### config.mk
export PLATFORM = sky130hd
export DESIGN_NAME = muldiv_ctrl_flat
export DESIGN_NICKNAME = d
export VERILOG_FILES = /design/src/rtl/muldiv_ctrl_pkg.sv /design/src/rtl/muldiv_ctrl_if.sv /design/src/rtl/muldiv_ctrl_mult_pipe.sv /design/src/rtl/muldiv_ctrl.sv /design/src/flat_wrapper.sv
export SDC_FILE = /design/constraint.sdc
export NUM_CORES = 2
export LEC_CHECK = 0
export CORE_MARGIN = 1
export CORE_UTILIZATION = 25
export DETAILED_ROUTE_END_ITERATION = 12
export SETUP_SLACK_MARGIN = 0.05
export SLEW_MARGIN = 10
export SYNTH_ARGS = -nofsm -noshare
export SYNTH_HDL_FRONTEND = slang
export SYNTH_SLANG_ARGS = --single-unit
### constraint.sdc
create_clock -name clk -period 9.96 [get_ports clk]
set_input_delay 2.49 -clock clk [delete_from_list [all_inputs] [get_ports clk]]
set_output_delay 2.49 -clock clk [all_outputs]
set_load 0.02 [all_outputs]
### src/rtl/muldiv_ctrl_pkg.sv
// Shared types and defaults for the HI/LO multiply/divide controller.
package muldiv_ctrl_pkg;

  typedef logic [31:0] word_t;
  typedef logic [63:0] dword_t;

  typedef enum logic [2:0] {
    NOP   = 3'd0,
    MULT  = 3'd1,
    MULTU = 3'd2,
    DIV   = 3'd3,
    DIVU  = 3'd4,
    MTHI  = 3'd5,
    MTLO  = 3'd6
  } muldiv_op_t;

  typedef enum logic [1:0] {
    IDLE     = 2'd0,
    DIV_BUSY = 2'd1,
    MUL_BUSY = 2'd2,
    DONE     = 2'd3
  } muldiv_state_t;

  localparam int DIV_LATENCY_DEFAULT = 32;
  localparam int MUL_LATENCY_DEFAULT = 2;

endpackage

### src/rtl/muldiv_ctrl_if.sv
// Execute-stage op/operand bus plus divider wrapper handshake for muldiv_ctrl.
interface muldiv_ctrl_if;
  import muldiv_ctrl_pkg::*;

  logic       op_valid;
  muldiv_op_t op;
  word_t      src_a;
  word_t      src_b;
  logic       flush;
  logic       stall;
  logic       div_valid;
  word_t      div_a;
  word_t      div_b;
  logic       div_signed;
  word_t      div_hi;
  word_t      div_lo;
  word_t      hi_out;
  word_t      lo_out;

  modport slave (
    input  op_valid, op, src_a, src_b, flush, div_hi, div_lo,
    output stall, div_valid, div_a, div_b, div_signed, hi_out, lo_out
  );

  modport master (
    output op_valid, op, src_a, src_b, flush, div_hi, div_lo,
    input  stall, div_valid, div_a, div_b, div_signed, hi_out, lo_out
  );

endinterface

### src/rtl/muldiv_ctrl_mult_pipe.sv
// LATENCY-stage signed/unsigned 32x32->64 multiplier; product of the inputs
// sampled at one edge appears on p_o LATENCY cycles later.
module muldiv_ctrl_mult_pipe
  import muldiv_ctrl_pkg::*;
#(
  parameter int LATENCY = MUL_LATENCY_DEFAULT
) (
  input  logic   clk,
  input  logic   reset,
  input  word_t  a_i,
  input  word_t  b_i,
  input  logic   signed_i,
  output dword_t p_o
);

  // Extending straight to 64 bits gives the same low 64 product bits as a 33x33 multiply.
  logic signed [63:0] a_ext;
  logic signed [63:0] b_ext;
  dword_t             pipe_q [LATENCY];

  assign a_ext = {{32{signed_i & a_i[31]}}, a_i};
  assign b_ext = {{32{signed_i & b_i[31]}}, b_i};

  always_ff @(posedge clk) begin
    if (reset) begin
      for (int i = 0; i < LATENCY; i++) pipe_q[i] <= '0;
    end else begin
      pipe_q[0] <= a_ext * b_ext;
      for (int i = 1; i < LATENCY; i++) pipe_q[i] <= pipe_q[i-1];
    end
  end

  assign p_o = pipe_q[LATENCY-1];

endmodule

### src/rtl/muldiv_ctrl.sv
// Execute-stage HI/LO controller: external divider handshake, internal multiplier, MTHI/MTLO.
// Define HILO_FORWARD_EN to bypass the value being written onto hi_out/lo_out in the same cycle.
module muldiv_ctrl
  import muldiv_ctrl_pkg::*;
#(
  parameter int DIV_LATENCY = DIV_LATENCY_DEFAULT,
  parameter int MUL_LATENCY = MUL_LATENCY_DEFAULT
) (
  input  logic         clk,
  input  logic         reset,
  muldiv_ctrl_if.slave bus
);

  muldiv_state_t state_q, state_d;
  logic [15:0]   cnt_q, cnt_d;
  word_t         hi_q, hi_d, lo_q, lo_d;
  logic          hi_we, lo_we;
  logic          div_valid_q, div_valid_d;
  word_t         div_a_q, div_b_q;
  logic          div_signed_q, is_div_q;
  logic          div_issue, mul_issue, stall;
  dword_t        product;
  word_t         res_hi, res_lo;

  muldiv_ctrl_mult_pipe #(.LATENCY(MUL_LATENCY)) u_mult (
    .clk      (clk),
    .reset    (reset),
    .a_i      (bus.src_a),
    .b_i      (bus.src_b),
    .signed_i (bus.op == MULT),
    .p_o      (product)
  );

  assign res_hi = is_div_q ? bus.div_hi : product[63:32];
  assign res_lo = is_div_q ? bus.div_lo : product[31:0];

  always_comb begin
    state_d     = state_q;
    cnt_d       = cnt_q;
    hi_d        = hi_q;
    lo_d        = lo_q;
    hi_we       = 1'b0;
    lo_we       = 1'b0;
    div_valid_d = div_valid_q;
    div_issue   = 1'b0;
    mul_issue   = 1'b0;
    stall       = 1'b0;
    case (state_q)
      IDLE: begin
        if (bus.op_valid && !bus.flush) begin
          case (bus.op)
            MTHI: begin
              hi_we = 1'b1;
              hi_d  = bus.src_a;
            end
            MTLO: begin
              lo_we = 1'b1;
              lo_d  = bus.src_a;
            end
            MULT, MULTU: begin
              stall     = 1'b1;
              mul_issue = 1'b1;
              state_d   = MUL_BUSY;
              cnt_d     = 16'(MUL_LATENCY - 1);
            end
            DIV, DIVU: begin
              stall       = 1'b1;
              div_issue   = 1'b1;
              div_valid_d = 1'b1;
              state_d     = DIV_BUSY;
              cnt_d       = 16'(DIV_LATENCY - 1);
            end
            default: ;
          endcase
        end
      end
      DIV_BUSY, MUL_BUSY: begin
        if (bus.flush) begin
          state_d     = IDLE;
          div_valid_d = 1'b0;
        end else begin
          stall = 1'b1;
          if (cnt_q == 16'd1) state_d = DONE;
          else                cnt_d   = cnt_q - 16'd1;
        end
      end
      DONE: begin
        state_d     = IDLE;
        div_valid_d = 1'b0;
        // A divide by zero still runs full latency but leaves HI/LO alone.
        if (!bus.flush && !(is_div_q && div_b_q == '0)) begin
          hi_we = 1'b1;
          lo_we = 1'b1;
          hi_d  = res_hi;
          lo_d  = res_lo;
        end
      end
      default: state_d = IDLE;
    endcase
  end

  always_ff @(posedge clk) begin
    if (reset) begin
      state_q      <= IDLE;
      cnt_q        <= '0;
      hi_q         <= '0;
      lo_q         <= '0;
      div_valid_q  <= 1'b0;
      div_a_q      <= '0;
      div_b_q      <= '0;
      div_signed_q <= 1'b0;
      is_div_q     <= 1'b0;
    end else begin
      state_q     <= state_d;
      cnt_q       <= cnt_d;
      div_valid_q <= div_valid_d;
      if (hi_we) hi_q <= hi_d;
      if (lo_we) lo_q <= lo_d;
      if (div_issue) begin
        div_a_q      <= bus.src_a;
        div_b_q      <= bus.src_b;
        div_signed_q <= (bus.op == DIV);
      end
      if (div_issue || mul_issue) is_div_q <= div_issue;
    end
  end

  assign bus.stall      = stall;
  assign bus.div_valid  = div_valid_q;
  assign bus.div_a      = div_a_q;
  assign bus.div_b      = div_b_q;
  assign bus.div_signed = div_signed_q;

`ifdef HILO_FORWARD_EN
  assign bus.hi_out = hi_we ? hi_d : hi_q;
  assign bus.lo_out = lo_we ? lo_d : lo_q;
`else
  assign bus.hi_out = hi_q;
  assign bus.lo_out = lo_q;
`endif

endmodule

### src/flat_wrapper.sv
// flat-port wrapper written by rule: the top's interface ports become plain ports
module muldiv_ctrl_flat import muldiv_ctrl_pkg::*;
#(
  parameter int DIV_LATENCY = DIV_LATENCY_DEFAULT,
  parameter int MUL_LATENCY = MUL_LATENCY_DEFAULT
)
  (clk, reset, bus_op_valid, bus_op, bus_src_a, bus_src_b, bus_flush, bus_div_hi, bus_div_lo, bus_stall, bus_div_valid, bus_div_a, bus_div_b, bus_div_signed, bus_hi_out, bus_lo_out);
  muldiv_ctrl_if bus_i ();
  input  logic clk;
  input  logic reset;
  input wire logic [$bits(bus_i.op_valid)-1:0] bus_op_valid;
  input wire logic [$bits(bus_i.op)-1:0] bus_op;
  input wire logic [$bits(bus_i.src_a)-1:0] bus_src_a;
  input wire logic [$bits(bus_i.src_b)-1:0] bus_src_b;
  input wire logic [$bits(bus_i.flush)-1:0] bus_flush;
  input wire logic [$bits(bus_i.div_hi)-1:0] bus_div_hi;
  input wire logic [$bits(bus_i.div_lo)-1:0] bus_div_lo;
  output wire logic [$bits(bus_i.stall)-1:0] bus_stall;
  output wire logic [$bits(bus_i.div_valid)-1:0] bus_div_valid;
  output wire logic [$bits(bus_i.div_a)-1:0] bus_div_a;
  output wire logic [$bits(bus_i.div_b)-1:0] bus_div_b;
  output wire logic [$bits(bus_i.div_signed)-1:0] bus_div_signed;
  output wire logic [$bits(bus_i.hi_out)-1:0] bus_hi_out;
  output wire logic [$bits(bus_i.lo_out)-1:0] bus_lo_out;
  assign bus_i.op_valid = bus_op_valid;
  assign bus_i.op = bus_op;
  assign bus_i.src_a = bus_src_a;
  assign bus_i.src_b = bus_src_b;
  assign bus_i.flush = bus_flush;
  assign bus_i.div_hi = bus_div_hi;
  assign bus_i.div_lo = bus_div_lo;
  assign bus_stall = bus_i.stall;
  assign bus_div_valid = bus_i.div_valid;
  assign bus_div_a = bus_i.div_a;
  assign bus_div_b = bus_i.div_b;
  assign bus_div_signed = bus_i.div_signed;
  assign bus_hi_out = bus_i.hi_out;
  assign bus_lo_out = bus_i.lo_out;
  muldiv_ctrl #(.DIV_LATENCY(DIV_LATENCY), .MUL_LATENCY(MUL_LATENCY)) u_core (.clk(clk), .reset(reset), .bus(bus_i));
endmodule
==> run_summary.xml <==
<?xml version="1.0" encoding="UTF-8"?>
<metrics>
  <group name="placed_design">
    <metric name="routabilityCongestion" unit="">0.9096</metric>
    <metric name="dpl.cell_count" unit="">8280</metric>
    <metric name="place.port_buffers" unit="">265</metric>
    <metric name="detailedPlacementHpwl" unit="mm">139.6</metric>
  </group>
  <group name="drt">
    <metric name="drt_drc_violations_left" unit="">0</metric>
    <metric name="route.antenna.remaining_nets" unit="">0</metric>
    <metric name="finalWirelength" unit="mm">168.1</metric>
    <metric name="drt_pass1_iterations" unit="">6</metric>
    <metric name="post_drt_via_cell_ratio" unit="">4.496</metric>
    <metric name="vias" unit="">37780</metric>
    <metric name="initial_drt_markers" unit="">2534</metric>
    <metric name="avgRoutedWirePerCell" unit="µm">20.00</metric>
  </group>
  <group name="yosys">
    <metric name="synthArstFlopShare" unit="%">0</metric>
    <metric name="yosysWarnings" unit="">0</metric>
    <metric name="synth_enable_flop_cells" unit="">0</metric>
    <metric name="mappedNetlistNets" unit="">6796</metric>
    <metric name="dominantRegCellSynth" unit="">dfxtp_1</metric>
    <metric name="synth-seq-area-share" unit="%">11.52</metric>
    <metric name="post_synthesis_sequential_element_count" unit="">277</metric>
    <metric name="netlist_top_cells_area" unit="">fa_1, dfxtp_1, inv_1, nand2_1, ha_1</metric>
    <metric name="synth.avg_cell_area" unit="µm²">9.045</metric>
    <metric name="synth_area" unit="µm²">48120</metric>
    <metric name="yosysUniqueCellTypes" unit="">60</metric>
    <metric name="yosys.area.top_type_share" unit="%">46.81</metric>
    <metric name="syn_inst" unit="">5320</metric>
    <metric name="top_cell_type_by_total_area_after_synthesis" unit="">fa_1</metric>
  </group>
  <group name="final_layout">
    <metric name="nFillCells" unit="">19800</metric>
    <metric name="layout_common_cells" unit="">fa_1, inv_1, nand2_1</metric>
    <metric name="regArea" unit="µm²">5549</metric>
    <metric name="multiInputGateArea" unit="µm²">37770</metric>
    <metric name="finalCoreUtilization" unit="%">31.65</metric>
    <metric name="layout_commonest_cell" unit="">fa_1</metric>
    <metric name="post_route_cells_drive_above_1_share" unit="%">13.38</metric>
    <metric name="num-nets-final" unit="">7334</metric>
    <metric name="flow.area_growth_from_synthesis" unit="%">25.38</metric>
    <metric name="final-instance-count-excl-fill" unit="">8403</metric>
  </group>
  <group name="sta">
    <metric name="worst_max_slew_pin_slew" unit="ps">1084</metric>
    <metric name="final.setup.tns" unit="ps">0</metric>
    <metric name="slew-limit-headroom" unit="%">27.49</metric>
    <metric name="min_period" unit="ps">9778</metric>
    <metric name="achievable-frequency" unit="GHz">0.1023</metric>
    <metric name="rsz0062_at_grt" unit="">true</metric>
    <metric name="hold_viol_final" unit="">0</metric>
    <metric name="fin_hold_ws" unit="ps">429.2</metric>
    <metric name="timing.final.max_slew_violations" unit="">0</metric>
    <metric name="setup_viol" unit="">0</metric>
    <metric name="post-route-period-util" unit="%">98.17</metric>
    <metric name="finalClockSkew" unit="ps">33.29</metric>
  </group>
  <group name="cts">
    <metric name="root_buffer" unit="">clkbuf_16</metric>
    <metric name="cts_sinks" unit="">277</metric>
    <metric name="cts_htree_levels" unit="">2</metric>
    <metric name="cts.reportedPaths.clkPinSlew" unit="ps">60</metric>
    <metric name="number_of_buffers_inserted_during_clock_tree_synthesis" unit="">35</metric>
    <metric name="tritoncts_clock_tree" unit="">yes</metric>
    <metric name="worst_skew_pair.late_latency" unit="ps">580</metric>
    <metric name="largest_buffer_count_on_any_clock_path" unit="">3</metric>
  </group>
  <group name="floorplanning">
    <metric name="number_of_top_level_design_ports" unit="">266</metric>
    <metric name="design.die.area" unit="µm²">194200</metric>
    <metric name="core_region_area" unit="µm²">190600</metric>
    <metric name="die-width" unit="µm">440.7</metric>
    <metric name="initial_core_util" unit="%">25.25</metric>
    <metric name="cell_row_count" unit="">160</metric>
    <metric name="die_h" unit="µm">440.7</metric>
  </group>
  <group name="outcome">
    <metric name="run_status" unit="">complete, no violations</metric>
  </group>
  <group name="worst_setup_path">
    <metric name="worst_ep_required_time" unit="ps">10420</metric>
    <metric name="end_kind" unit="">flip-flop</metric>
    <metric name="worst_setup_path_type" unit="">input port to flip-flop</metric>
    <metric name="startpoint" unit="">bus_op[1]</metric>
    <metric name="worst-endpoint-arrival" unit="ps">10240</metric>
    <metric name="cp-start-kind" unit="">input port</metric>
    <metric name="reg2reg_setup_slack" unit="ps">5790</metric>
    <metric name="critical_path.reg2reg.startpoint" unit="">u_core.is_div_q$_SDFFE_PP0P_</metric>
    <metric name="worstPathMaxFanout" unit="">4</metric>
  </group>
  <group name="grt">
    <metric name="globalRouteTotalUtil" unit="%">17.11</metric>
    <metric name="grt_start_max_net_pins" unit="">192</metric>
    <metric name="global_route_wire_length_before_repair" unit="mm">250.7</metric>
    <metric name="grt_pass1_vias" unit="">41300</metric>
    <metric name="number_of_antenna_violations_at_the_first_check_in_global_routing" unit="">17</metric>
    <metric name="global_route.overflow_total" unit="">0</metric>
  </group>
  <group name="min_path">
    <metric name="hold_start" unit="">u_core.u_mult.pipe_q[0][3]$_SDFF_PP0_</metric>
    <metric name="hp-class" unit="">flip-flop to flip-flop</metric>
  </group>
  <group name="run">
    <metric name="max_cap_viol_count" unit="">0</metric>
  </group>
</metrics>
## layout make-up
class | instances | area share, %
Clock inverter | 16 | 0.3754
Sequential cell | 277 | 9.198
Antenna cell | 11 | 0.04563
Clock buffer | 44 | 1.643
Multi-Input combinational cell | 3608 | 62.60
Tap cell | 2511 | 5.208
Inverter | 1089 | 6.780
Timing Repair Buffer | 847 | 14.15
## flip-flops by register name, indices dropped and copies added, names as in the netlist
name,cells
u_core.is_div_q,1
u_core.state_q,2
u_core.bus.lo_out,32
u_core.bus.div_valid,1
u_core.bus.hi_out,32
u_core.u_mult.pipe_q,128
u_core.cnt_q,16
u_core.bus.div_b,32
u_core.bus.div_signed,1
u_core.bus.div_a,32
## through the flow
step                      area [µm²]  setup slack [ps]
after floorplan                48180            -138.4
final                          60330             182.4
after CTS                      59160             41.70
after global routing           60310            -23.11
after global placement         57750            -896.7
after detailed placement       57750            -919.2
## kinds of logic after synthesis
kind of cell	count (synthesis)	share of synthesized area, %
muxes	137	2.866
buffers and inverters	1435	11.23
xor gates and xnor gates	75	1.365
AOI/OAI and AO/OA	374	4.595
adders and majority gates	1341	52.42
DFF	277	11.52
and+or+nand+nor	1681	16.00
## Yosys cell counts (3+ instances only)
master and n:
buf_1 15, o21ai_0 36, nor3_1 19, nor2_1 234, inv_1 1089, nor2b_1 84, a31oi_1 14, nand4_1 18
or4_1 3, buf_2 6, xnor2_1 53, o31ai_1 6, ha_1 216, nand3_1 14, a41oi_1 3, a21o_1 39
o211ai_1 4, a211oi_1 9, a21boi_0 6, a21oi_1 216, clkbuf_1 324, o21bai_1 8, nor3b_1 4, xor2_1 22
nor4_1 11, mux2i_1 131, or3_1 10, and2_1 355, nand2_1 886, and3_1 22, nand4b_1 5, nand2b_1 3
or2_2 10, o21a_1 10, mux2_2 6, fa_1 1125, dfxtp_1 277
## layer usage
metal	global-route usage [%]	vias up	routed length, µm	share of wire [%]
met4	7.534	4	9133	5.4
met5	0	-	22	0.013
met1	19.95	19590	63160	38
li1	-	16670	-	-
met3	2.209	345	9554	5.7
met2	31.11	1175	86190	51
## critical path, cell delays in order
cell	delay (ps)
buf_6	100
nor3b_4	300
buf_12	160
and2_4	160
nand2_4	60
inv_4	60
buf_6	90
fa_2	490
fa_1	510
buf_4	160
fa_1	460
fa_2	540
inv_2	40
fa_1	610
fa_2	480
fa_2	480
fa_1	540
inv_1	40
ha_2	170
a21o_1	150
a21o_1	170
a21o_1	190
a221o_1	400
a2111o_1	440
o211ai_2	210
o21ai_2	110
a221oi_2	280
mux2_4	330
## path summary, 6_finish.rpt
check	end	cells past startpoint
worst min-delay path	u_core.u_mult.pipe_q[0][67]$_SDFF_PP0_	1
worst min register to register	u_core.u_mult.pipe_q[0][67]$_SDFF_PP0_	1
worst max register to register	u_core.bus.lo_out[19]$_SDFFE_PP0P_	10
worst max-delay path	u_core.u_mult.pipe_q[0][62]$_SDFF_PP0_	28
## timing repair
item,4_1_cts,5_1_grt
endpoints found under the setup margin,19,23
hold buffers,0,0
pin swaps,24,74
resized for setup,35,175
gates cloned,1,9
buffers inserted,3,39
Power is not shown: default switching activity piles up to over one toggle a cycle in this logic, so the estimate is an artifact.
